==> config.mk <==
export PLATFORM = sky130hd
export DESIGN_NAME = multi_digit_countdown_timer_flat
export DESIGN_NICKNAME = d
export VERILOG_FILES = /design/src/rtl/multi_digit_countdown_timer_pkg.sv /design/src/rtl/multi_digit_countdown_timer_if.sv /design/src/rtl/multi_digit_countdown_timer_bcd_down_digit.sv /design/src/rtl/multi_digit_countdown_timer.sv /design/src/flat_wrapper.sv
export SDC_FILE = /design/constraint.sdc
export NUM_CORES = 1
export LEC_CHECK = 0
export CAP_MARGIN = 20
export CORE_MARGIN = 5
export CORE_UTILIZATION = 58
export DETAILED_ROUTE_END_ITERATION = 10
export GPL_TIMING_DRIVEN = 0
export HOLD_SLACK_MARGIN = 0.06
export PLACE_DENSITY = 0.82
export RECOVER_POWER = 100
export SYNTH_ARGS = -nofsm -noshare
export SYNTH_HDL_FRONTEND = slang
export SYNTH_HIERARCHICAL = 1
export SYNTH_SLANG_ARGS = --single-unit
==> constraint.sdc <==
create_clock -name ClockIn -period 3 [get_ports ClockIn]
set_input_delay 0.3 -clock ClockIn [delete_from_list [all_inputs] [get_ports ClockIn]]
set_output_delay 0.3 -clock ClockIn [all_outputs]
set_load 0.05 [all_outputs]
==> src/rtl/multi_digit_countdown_timer_pkg.sv <==
// multi_digit_countdown_timer_pkg: shared state encoding, segment constants and BCD decode
package timer_pkg;

  typedef enum logic [1:0] {S_IDLE, S_RUN, S_PAUSED, S_EXPIRED} state_t;

  localparam logic [6:0] SEG_BLANK = 7'h7F;
  localparam logic [3:0] DIGIT_MAX = 4'd9;

  // Active-low segments, bit0 = a .. bit6 = g; non-decimal codes show blank
  function automatic logic [6:0] bcd_to_seg(input logic [3:0] d);
    case (d)
      4'd0: bcd_to_seg = 7'h40;
      4'd1: bcd_to_seg = 7'h79;
      4'd2: bcd_to_seg = 7'h24;
      4'd3: bcd_to_seg = 7'h30;
      4'd4: bcd_to_seg = 7'h19;
      4'd5: bcd_to_seg = 7'h12;
      4'd6: bcd_to_seg = 7'h02;
      4'd7: bcd_to_seg = 7'h78;
      4'd8: bcd_to_seg = 7'h00;
      4'd9: bcd_to_seg = 7'h10;
      default: bcd_to_seg = SEG_BLANK;
    endcase
  endfunction

endpackage

==> src/rtl/multi_digit_countdown_timer_if.sv <==
// multi_digit_countdown_timer_if: control strobes from the game FSM and timer/display outputs
interface multi_digit_countdown_timer_if #(
  parameter int NUM_DIGITS = 2
);

  logic                    Clear;
  logic                    Load;
  logic                    Start;
  logic                    Pause;
  logic [4*NUM_DIGITS-1:0] StartBCD;
  logic [4*NUM_DIGITS-1:0] CountBCD;
  logic                    Running;
  logic                    Expired;
  logic                    Done;
  logic [7*NUM_DIGITS-1:0] Hex;

  modport master (
    output Clear, Load, Start, Pause, StartBCD,
    input  CountBCD, Running, Expired, Done, Hex
  );

  modport slave (
    input  Clear, Load, Start, Pause, StartBCD,
    output CountBCD, Running, Expired, Done, Hex
  );

endinterface

==> src/rtl/multi_digit_countdown_timer_bcd_down_digit.sv <==
// bcd_down_digit: one decade down-counter with clamped load, clear and borrow chaining
module bcd_down_digit
  import timer_pkg::*;
(
  input  logic       ClockIn,
  input  logic       ResetN,
  input  logic       i_clear,
  input  logic       i_load,
  input  logic [3:0] i_load_val,
  input  logic       i_borrow_in,
  output logic       o_borrow_out,
  output logic [3:0] o_digit
);

  logic [3:0] r_digit;

  always_ff @(posedge ClockIn or negedge ResetN)
    if (!ResetN) r_digit <= 4'd0;
    else if (i_clear) r_digit <= 4'd0;
    else if (i_load) r_digit <= (i_load_val > DIGIT_MAX) ? DIGIT_MAX : i_load_val;
    else if (i_borrow_in) r_digit <= (r_digit == 4'd0) ? DIGIT_MAX : r_digit - 4'd1;

  assign o_borrow_out = i_borrow_in && (r_digit == 4'd0);
  assign o_digit      = r_digit;

endmodule

==> src/rtl/multi_digit_countdown_timer.sv <==
// multi_digit_countdown_timer: prescaled BCD countdown with run/pause/expire FSM and
// seven-segment driver with leading-zero blanking and expiry blink
module multi_digit_countdown_timer
  import timer_pkg::*;
#(
  parameter int CLOCK_FREQUENCY = 50000000,
  parameter int NUM_DIGITS      = 2,
  parameter int BLINK_PERIOD    = 25000000
) (
  input logic                         ClockIn,
  input logic                         ResetN,
  multi_digit_countdown_timer_if.slave bus
);

  localparam int CW = 4 * NUM_DIGITS;
  localparam int PW = $clog2(CLOCK_FREQUENCY);
  localparam int BW = (BLINK_PERIOD > 1) ? $clog2(BLINK_PERIOD) : 1;
  localparam logic [PW-1:0] PRE_MAX   = PW'(CLOCK_FREQUENCY - 1);
  localparam logic [BW-1:0] BLINK_MAX = BW'(BLINK_PERIOD - 1);

  state_t              r_state, w_next;
  logic [PW-1:0]       r_pre, w_pre_next;
  logic [BW-1:0]       r_blink;
  logic                r_phase;
  logic                r_done;
  logic [CW-1:0]       w_count;
  logic [NUM_DIGITS:0] w_borrow;
  logic                w_unused;
  logic                w_ctrl;
  logic                w_dec;
  logic                w_one;
  logic                w_start;
  logic                w_stay_exp;
  logic                w_blink_wrap;
  logic [7*NUM_DIGITS-1:0] w_hex;

  assign w_ctrl       = bus.Clear || bus.Load;
  assign w_dec        = (r_state == S_RUN) && !bus.Pause && (r_pre == '0) && !w_ctrl;
  assign w_one        = (w_count == CW'(1));
  assign w_start      = (r_state == S_IDLE) && bus.Start && (w_count != '0);
  assign w_stay_exp   = (r_state == S_EXPIRED) && (w_next == S_EXPIRED);
  assign w_blink_wrap = (r_blink == BLINK_MAX);
  assign w_borrow[0]  = w_dec;
  // The top digit never borrows: RUN is only entered with a nonzero count
  assign w_unused     = w_borrow[NUM_DIGITS];

  genvar i;
  generate
    for (i = 0; i < NUM_DIGITS; i++) begin : g_digit
      bcd_down_digit u_digit (
        .ClockIn      (ClockIn),
        .ResetN       (ResetN),
        .i_clear      (bus.Clear),
        .i_load       (bus.Load),
        .i_load_val   (bus.StartBCD[4*i +: 4]),
        .i_borrow_in  (w_borrow[i]),
        .o_borrow_out (w_borrow[i+1]),
        .o_digit      (w_count[4*i +: 4])
      );
      // Digit i>0 is lit only when it or some higher digit is nonzero
      assign w_hex[7*i +: 7] = (r_state == S_EXPIRED) ? (r_phase ? SEG_BLANK : bcd_to_seg(4'd0))
                             : (i == 0 || |w_count[CW-1:4*i]) ? bcd_to_seg(w_count[4*i +: 4])
                             : SEG_BLANK;
    end
  endgenerate

  always_comb begin
    w_next     = r_state;
    w_pre_next = r_pre;
    if (w_ctrl) begin
      w_next     = S_IDLE;
      w_pre_next = PRE_MAX;
    end else begin
      case (r_state)
        S_IDLE: begin
          w_next     = w_start ? S_RUN : S_IDLE;
          w_pre_next = w_start ? PRE_MAX : r_pre;
        end
        S_RUN: begin
          w_next     = bus.Pause ? S_PAUSED : (w_dec && w_one) ? S_EXPIRED : S_RUN;
          w_pre_next = bus.Pause ? r_pre : w_dec ? PRE_MAX : r_pre - PW'(1);
        end
        S_PAUSED: w_next = bus.Pause ? S_PAUSED : S_RUN;
        default: ;
      endcase
    end
  end

  always_ff @(posedge ClockIn or negedge ResetN)
    if (!ResetN) begin
      r_state <= S_IDLE;
      r_pre   <= PRE_MAX;
      r_blink <= '0;
      r_phase <= 1'b0;
      r_done  <= 1'b0;
    end else begin
      r_state <= w_next;
      r_pre   <= w_pre_next;
      r_done  <= (r_state == S_RUN) && (w_next == S_EXPIRED);
      r_blink <= (w_stay_exp && !w_blink_wrap) ? r_blink + BW'(1) : '0;
      r_phase <= w_stay_exp ? r_phase ^ w_blink_wrap : 1'b0;
    end

  assign bus.CountBCD = w_count;
  assign bus.Running  = (r_state == S_RUN);
  assign bus.Expired  = (r_state == S_EXPIRED);
  assign bus.Done     = r_done;
  assign bus.Hex      = ResetN ? w_hex : '1;

endmodule

==> src/flat_wrapper.sv <==
// flat-port wrapper written by rule: the top's interface ports become plain ports
module multi_digit_countdown_timer_flat import timer_pkg::*;
#(
  parameter int CLOCK_FREQUENCY = 50000000,
  parameter int NUM_DIGITS      = 2,
  parameter int BLINK_PERIOD    = 25000000
)
  (ClockIn, ResetN, bus_Clear, bus_Load, bus_Start, bus_Pause, bus_StartBCD, bus_CountBCD, bus_Running, bus_Expired, bus_Done, bus_Hex);
  multi_digit_countdown_timer_if #(.NUM_DIGITS(NUM_DIGITS)) bus_i ();
  input logic ClockIn;
  input logic ResetN;
  input wire logic [$bits(bus_i.Clear)-1:0] bus_Clear;
  input wire logic [$bits(bus_i.Load)-1:0] bus_Load;
  input wire logic [$bits(bus_i.Start)-1:0] bus_Start;
  input wire logic [$bits(bus_i.Pause)-1:0] bus_Pause;
  input wire logic [$bits(bus_i.StartBCD)-1:0] bus_StartBCD;
  output wire logic [$bits(bus_i.CountBCD)-1:0] bus_CountBCD;
  output wire logic [$bits(bus_i.Running)-1:0] bus_Running;
  output wire logic [$bits(bus_i.Expired)-1:0] bus_Expired;
  output wire logic [$bits(bus_i.Done)-1:0] bus_Done;
  output wire logic [$bits(bus_i.Hex)-1:0] bus_Hex;
  assign bus_i.Clear = bus_Clear;
  assign bus_i.Load = bus_Load;
  assign bus_i.Start = bus_Start;
  assign bus_i.Pause = bus_Pause;
  assign bus_i.StartBCD = bus_StartBCD;
  assign bus_CountBCD = bus_i.CountBCD;
  assign bus_Running = bus_i.Running;
  assign bus_Expired = bus_i.Expired;
  assign bus_Done = bus_i.Done;
  assign bus_Hex = bus_i.Hex;
  multi_digit_countdown_timer #(.CLOCK_FREQUENCY(CLOCK_FREQUENCY), .NUM_DIGITS(NUM_DIGITS), .BLINK_PERIOD(BLINK_PERIOD)) u_core (.ClockIn(ClockIn), .ResetN(ResetN), .bus(bus_i));
endmodule
==> results of run 1 <==
[power breakdown]
part	internal (mW)	leakage, nW	switching, mW
Combinational	0.114	0.896	0.229
Sequential	0.858	0.812	0.0173
Clock	0.326	0.0930	0.349
[flip-flops by register name (all words and copies together), names as in the netlist]
| name | cells |
|---|---|
| u_core/r_phase | 1 |
| u_core/r_state | 2 |
| u_core/bus.Done | 1 |
| u_core/r_pre | 26 |
| u_core/r_blink | 25 |
| u_core/g_digit.u_digit/o_digit | 8 |
[worst min path at each step]
stage                                from          endpoint  slack, ps  cells after the start
final                              ResetN  u_core/r_pre[18]         50                      1
after CTS                          ResetN  u_core/r_pre[18]         80                      1
after detailed placement           ResetN  u_core/r_pre[18]        440                      1
after global placement    u_core/r_pre[3]   u_core/r_pre[3]        470                      2
after floorplan                    ResetN   u_core/bus.Done          4                      0
after global routing               ResetN   u_core/r_pre[7]        120                      1
[worst register-to-register path, cell delays in order (launching register included)]
cell and delay, ps:
dfrtp_1 490, inv_1 150, ha_1 230, or4b_1 560
o211ai_4 370, nand2_4 160, and2_1 190, clkbuf_1 190
or3_1 410
[area by class of cell]
class	count	area [um^2]
Buffer	18	100.1
Clock buffer	10	137.6
Clock inverter	6	43.79
Fill cell	558	2063
Inverter	23	90.09
Multi-Input combinational cell	355	2352
Sequential cell	63	1599
Tap cell	96	120.1
Timing Repair Buffer	39	362.8
[layer usage]
metal  GRT usage [%]  wire length, um
met1           27.94             4113
met2           38.36             4653
met5               0                0
met3           4.647              374
met4           6.859               92
[what timing repair did]
action,in CTS,in global routing
gates resized for setup,12,9
setup endpoints to repair,17,16
setup buffers,0,1
pin swaps,0,1
gates cloned,0,0
[metrics by stage]
stage,cell area (um^2),cells
2_1_floorplan,4124,459
3_3_place_gp,4624,593
3_5_place_dp,4622,593
4_1_cts,4806,609
5_1_grt,4806,610
6_report,4806,610
==> flow_summary.toml, run 1 <==
[status]
status = "complete, no violations"

[power_and_ir_drop]
p_total_mw = 1.894
p_leak_nw = 1.801
cellPowerDensity_nw_per_um2 = 394.1
vdd_drop_max_uv = 263.8

[critical_path]
r2r-end = "u_core/r_pre[23]"
critical_path_depth = 6
cp-startpoint = "u_core/g_digit[0].u_digit/o_digit[1]"
worstSetupPathType = "reg -> out"
critPathLaunchType = "flip-flop"
cpPeakStageDelay_ps = 720
timing.rr.start = "u_core/g_digit[1].u_digit/o_digit[0]"
worst_path_most_repeated_cell = "o21ai_0"
worstPathRequired_ps = 2700
worstPathArrival_ps = 2530
r2r_cells = 8
critical_path.cell_chain = "inv_1 -> ha_1 -> mux2_2 -> o21ai_0 -> o21ai_0 -> clkdlybuf4s50_1"
crit_end = "bus_Hex[0]"
path_max_fanout = 11
path_delay_family = "buffers and inverters"
end_kind = "primary output"
rrSetupSlack_ps = 170
cp_num_buf_inv = 2
crit_slowest_cell = "clkdlybuf4s50_1"

[drt]
dr_total_vias = 3595
drc = 0
via_per_inst = 5.893
wl_per_cell_um = 15.14
ant_nets = 0
dr.pass1.iters = 5
wl_um = 9234
first_iter_violations = 143

[placed_design]
io_buffers = 38
place_ws_ps = -504.4
place.gp.congestion = 0.8670
dp_hpwl_um = 6602

[die]
dieWidth_um = 94.32
start_util_pct = 60.04
fp.dieArea_um2 = 8896
core_um2 = 6869
num_io_pins = 39
num_rows = 30
fp.dieH_um = 94.32

[global_routing]
grt_max_degree = 67
antenna_found_initial = 0
grt.total_usage_pct = 22.24
grt-ovfl-total = 0
grt_pass1_wl_um = 16010
grt_pass1_vias = 3502

[sta]
max_freq_ghz = 0.3531
worst_pin_slew_ps = 809.4
fin_tns_setup_ps = 0
fin_hold_ws_ps = 51.67
layout_setup_ws_ps = 167.9
finalSetupViolations = 0
hold_viol = 0
clock_skew_ps = 10.42
min_period_over_period_pct = 94.40
fin_crit_ps = 2832
rsz0062_at_grt = "no"
relSlewSlack_pct = 46.04
slew_viol_final = 0

[cts]
cts_hold_buf = 0
cts_tree = "built"
cts_buffer_depth = 2
cts-buffers-inserted = 9
cts_sinks = 63
htree_levels = 3
clk_pin_slew_ps = 80
cts_root_buf = "clkbuf_8"
clk_latency_ps = 340

[min_path]
min_path_type = "in -> async"

[job]
maxCapViolations = 0

[yosys]
synth_fp_nets = 490
netlist_area_um2 = 4124
synth_cells = 459
synth_warnings = 6
syn_avg_cell_area_um2 = 8.985

[final_layout]
layout_commonest_cell = "nor2_1"
drive_above_1_share_pct = 11.87
finish.utilization_pct = 69.96
synthToLayoutAreaGrowth_pct = 16.54
diodes = 0
final_cell_mix = "63 x nor2_1, 45 x dfrtp_1, 33 x nand2_1"
nets = 540
Power figures use the tool's default switching activity.
==> inputs of run 2 (changes only) <==
==> constraint.sdc (replaced) <==
create_clock -name ClockIn -period 3 [get_ports ClockIn]
set_input_delay 0.6 -clock ClockIn [delete_from_list [all_inputs] [get_ports ClockIn]]
set_output_delay 0.6 -clock ClockIn [all_outputs]
set_load 0.05 [all_outputs]
==> run 2 against run 1 <==
  * Design area up 0.47%
  * Power is 3.9% higher
  * Sequential power barely moved
  * Register-to-register slack about the same
  * Via count rose by 0.75%
  * Routed wire length increased by 1.0%
  * Critical endpoint is now bus_Hex[4]
==> flow_summary.toml, run 2 (synthesized netlist as in run 1, its figures left out) <==
[cts]
clk_pin_slew_ps = 80
cts_root_buf = "clkbuf_8"
cts_hold_buf = 0
cts_sinks = 63
cts_tree = "built"
cts_buffer_depth = 2
cts-buffers-inserted = 9
clk_latency_ps = 350
htree_levels = 3

[critical_path]
r2r_cells = 8
worstPathArrival_ps = 2290
path_delay_family = "buffers and inverters"
rrSetupSlack_ps = 180
r2r-end = "u_core/r_pre[19]"
critical_path_depth = 7
cp_num_buf_inv = 2
cp-startpoint = "u_core/g_digit[0].u_digit/o_digit[0]"
timing.rr.start = "u_core/g_digit[1].u_digit/o_digit[0]"
critical_path.cell_chain = "inv_1 -> ha_1 -> mux2_2 -> nor2_1 -> a21oi_1 -> o21ai_1 -> dlygate4sd2_1"
path_max_fanout = 9
worstPathRequired_ps = 2400
crit_slowest_cell = "dlygate4sd2_1"
crit_end = "bus_Hex[4]"
worstSetupPathType = "reg -> out"
critPathLaunchType = "flip-flop"
end_kind = "primary output"
cpPeakStageDelay_ps = 540

[die]
start_util_pct = 60.04
fp.dieArea_um2 = 8896
num_io_pins = 39
fp.dieH_um = 94.32
num_rows = 30
dieWidth_um = 94.32
core_um2 = 6869

[global_routing]
grt_pass1_wl_um = 16260
grt_max_degree = 67
grt_pass1_vias = 3563
grt-ovfl-total = 0
grt.total_usage_pct = 22.74
antenna_found_initial = 0

[drt]
ant_nets = 0
via_per_inst = 5.928
wl_per_cell_um = 15.27
dr.pass1.iters = 5
first_iter_violations = 174
dr_total_vias = 3622
drc = 0
wl_um = 9330

[sta]
slew_viol_final = 0
rsz0062_at_grt = "no"
min_period_over_period_pct = 96.31
finalSetupViolations = 0
clock_skew_ps = 9.122
relSlewSlack_pct = 48.96
fin_crit_ps = 2889
layout_setup_ws_ps = 110.8
worst_pin_slew_ps = 758.6
max_freq_ghz = 0.3461
hold_viol = 0

[final_layout]
layout_commonest_cell = "nor2_1"
nets = 541
multiInputGateArea_um2 = 2349
finish.utilization_pct = 70.29
layout.area.seq_um2 = 1600
drive_above_1_share_pct = 13.59
largest_register_ffs = 26
synthToLayoutAreaGrowth_pct = 17.08
largest-register = "u_core/r_pre"
diodes = 0
fillers = 551
final_cell_mix = "62 x nor2_1, 44 x dfrtp_1, 32 x nand2_1"
finalNonFillerCells = 611

[placed_design]
place_inst = 593
dp_hpwl_um = 6557
place_ws_ps = -736.0
place.gp.congestion = 0.8763
io_buffers = 38

[power_and_ir_drop]
vdd_drop_max_uv = 230.2
p_leak_nw = 1.829
cellPowerDensity_nw_per_um2 = 407.4
p_total_mw = 1.967

[status]
status = "complete, no violations"

[min_path]
min_path_type = "in -> async"

[job]
maxCapViolations = 0
==> run 2: what timing repair did <==
action,4_1_cts,5_1_grt
gates resized for setup,26,14
setup endpoints to repair,23,16
pin swaps,0,1
cloned,0,0
setup buffers,0,2
==> run 2: worst min-delay path by stage <==
stage          cells after the start  slack [ps]                to            start
4_1_cts                            1         240  u_core/r_pre[18]           ResetN
6_report                           1         210  u_core/r_pre[16]           ResetN
3_3_place_gp                       2         470   u_core/r_pre[3]  u_core/r_pre[3]
3_5_place_dp                       2         470   u_core/r_pre[3]  u_core/r_pre[3]
2_1_floorplan                      0         300   u_core/bus.Done           ResetN
5_1_grt                            1         270  u_core/r_pre[18]           ResetN
==> run 2: worst register-to-register path: stages, from the launching register on <==
cell and delay [ps]:
dfrtp_1 480, inv_1 150, ha_1 230, or4b_1 550, o211ai_4 380, and2_1 180, buf_2 200, nor2_1 180
a311oi_1 360
==> run 2: power breakdown <==
| part | internal (mW) | total [mW] | switching, mW |
|---|---|---|---|
| sequential | 0.858 | 0.876 | 0.0175 |
| clock | 0.410 | 0.750 | 0.340 |
| combinational | 0.114 | 0.342 | 0.228 |
| total | 1.38 | 1.97 | 0.586 |
==> run 2: area by class of cell <==
class	instances	area share (%)
inverter	23	1.814
timing repair buffer	40	7.722
buffer	18	2.047
clock buffer	12	3.006
sequential	63	33.14
multi-input combinational	355	48.64
tap	96	2.488
clock inverter	4	1.140
==> run 2: through the flow <==
stage | hold slack, ps | instance area, um^2 | setup TNS, ps
floorplan | 304.4 | 4124 | 0
global placement | 467.5 | 4624 | -73690
detailed placement | 470.2 | 4622 | -13050
CTS | 242.5 | 4836 | 0
global route | 270.2 | 4828 | 0
finish | 207.0 | 4828 | 0
==> run 2: metal layers <==
metal	vias up	GRT usage [%]	wire length (um)
met4	0	9.025	116
met1	1766	28.51	4166
met5	-	0	0
met3	14	4.968	377
met2	85	38.12	4669
li1	1757	-	-
==> inputs of run 3 (changes only) <==
CORE_ASPECT_RATIO = 0.5   (was default)
==> run 3 against run 2 <==
  * Cell count fell by 0.82%
  * Clock skew down 3.9 ps
  * Sequential share of layout area down 0.63 points
  * Non-clock buffer count down 1
  * Routed wire length grew 4.6%
  * Worst hold slack better by 53 ps
  * Combinational power barely moved
  * Utilization rose by 2.0 points
  * Design area increased by 1.9%
  * Register-to-register slack got worse by 30 ps
  * Global-route usage down 0.66 points
  * Via count increased by 1.4%
==> flow_summary.toml, run 3 (synthesized netlist as in run 1, its figures left out) <==
[final_layout]
largest-register = "u_core/r_pre"
diodes = 0
final_cell_mix = "62 x nor2_1, 44 x dfrtp_1, 32 x nand2_1"
nets = 540
synthToLayoutAreaGrowth_pct = 19.36
drive_above_1_share_pct = 14.20
largest_register_ffs = 26
design_area_um2 = 4922
layout_commonest_cell = "nor2_1"
finalNonFillerCells = 606

[drt]
drc = 0
via_per_inst = 6.059
dr_total_vias = 3672
dr.pass1.iters = 5
wl_um = 9763
ant_nets = 0
wl_per_cell_um = 16.11
first_iter_violations = 293

[sta]
rsz0062_at_grt = "no"
layout_setup_ws_ps = 118.4
relSlewSlack_pct = 49.51
worst_pin_slew_ps = 750.5
max_freq_ghz = 0.3470
hold_viol = 0
fin_hold_ws_ps = 260.3
finalSetupViolations = 0
min_period_over_period_pct = 96.05
fin_crit_ps = 2882
slew_viol_final = 0
clock_skew_ps = 5.211

[critical_path]
critPathLaunchType = "flip-flop"
end_kind = "primary output"
worstSetupPathType = "reg -> out"
worstPathRequired_ps = 2400
path_max_fanout = 11
worstPathArrival_ps = 2280

[placed_design]
dp_hpwl_um = 6571
io_buffers = 38
place.gp.congestion = 0.8705
place_inst = 589
place_area_um2 = 4617
place_ws_ps = -815.6

[cts]
cts_sinks = 63
cts_tree = "built"
cts_hold_buf = 0
htree_levels = 3
cts-buffers-inserted = 9
clk_pin_slew_ps = 50
clk_latency_ps = 320
cts_buffer_depth = 2
cts_root_buf = "clkbuf_16"

[job]
maxCapViolations = 0

[die]
num_rows = 21
core_um2 = 6805
num_io_pins = 39
fp.dieH_um = 69.63
fp.dieArea_um2 = 8999
start_util_pct = 60.60
dieWidth_um = 129.3

[power_and_ir_drop]
p_leak_nw = 1.870
seqPwrFrac_pct = 38.2
p_comb_share_pct = 14.9
switchingPower_uw = 605.0
clkPwrFrac_pct = 46.9
p_sw_share_pct = 26.32
p_total_mw = 2.299
vdd_drop_max_uv = 288.3
p_int_mw = 1.694
cellPowerDensity_nw_per_um2 = 467.0

[global_routing]
grt-ovfl-total = 0
grt_pass1_vias = 3299
grt.total_usage_pct = 22.07
grt_pass1_wl_um = 16260
antenna_found_initial = 0
grt_max_degree = 67

[status]
status = "complete, no violations"

[min_path]
min_path_type = "in -> async"
run 3: per-stage QoR:
stage	util, %	TNS [ps]
after floorplan	-	0
after CTS	72.68	0
after detailed placement	67.84	-14270
after global routing	72.33	0
final	72.33	0
after global placement	67.88	-79560
run 3: worst paths after layout:
path	endpoint	depth (start not counted)	slack [ps]	from
max	bus_Hex[0]	6	120	u_core/g_digit[0].u_digit/o_digit[1]
min	u_core/r_blink[0]	1	260	ResetN
max reg2reg	u_core/g_digit[1].u_digit/o_digit[1]	9	150	u_core/r_pre[4]
min reg2reg	u_core/r_blink[0]	1	480	u_core/r_blink[0]
max in group asynchronous	u_core/g_digit[0].u_digit/o_digit[1]	1	2300	ResetN
min in group ClockIn	u_core/r_blink[0]	1	480	u_core/r_blink[0]
run 3: area by class of cell:
class | count | area [um^2]
buffer | 18 | 101.3
clock buffer | 10 | 229.0
clock inverter | 6 | 85.08
fill | 520 | 1883
inverter | 23 | 87.58
multi-input combinational | 355 | 2362
sequential | 63 | 1600
tap | 92 | 115.1
timing repair buffer | 39 | 341.6
run 3: what timing repair did:
| action | 4_1_cts | 5_1_grt |
|---|---|---|
| setup endpoints to repair | 21 | 27 |
| pin swaps | 1 | 0 |
| hold endpoints to repair | 0 | 0 |
| setup buffers | 1 | 0 |
| gates resized for setup | 20 | 21 |
run 3: critical path, stage by stage, from the launching register on:
cell and delay [ps]:
dfrtp_2 480, inv_1 130, ha_1 220, mux2_2 260, o21ai_0 310, o21ai_0 130, dlygate4sd2_1 440
run 3: power groups by stage:
stage	sequential (mW)	clock [mW]	combinational [mW]
after CTS	0.877	1.10	0.351
after global placement	0.891	0	0.356
final	0.877	1.08	0.343
after global routing	0.880	1.14	0.371
after detailed placement	0.890	0	0.359
after floorplan	0.909	0	0.214
run 3: routing by layer:
metal / wire (um) / track usage [%] / vias up / part of all wire, %
met1: 4685 / 32.53 / 1792 / 48
met3: 604 / 5.154 / 5 / 6.2
met5: 0 / 0 / - / 0
met2: 4436 / 33.26 / 114 / 45
met4: 37 / 4.075 / 0 / 0.38
li1: - / - / 1761 / -
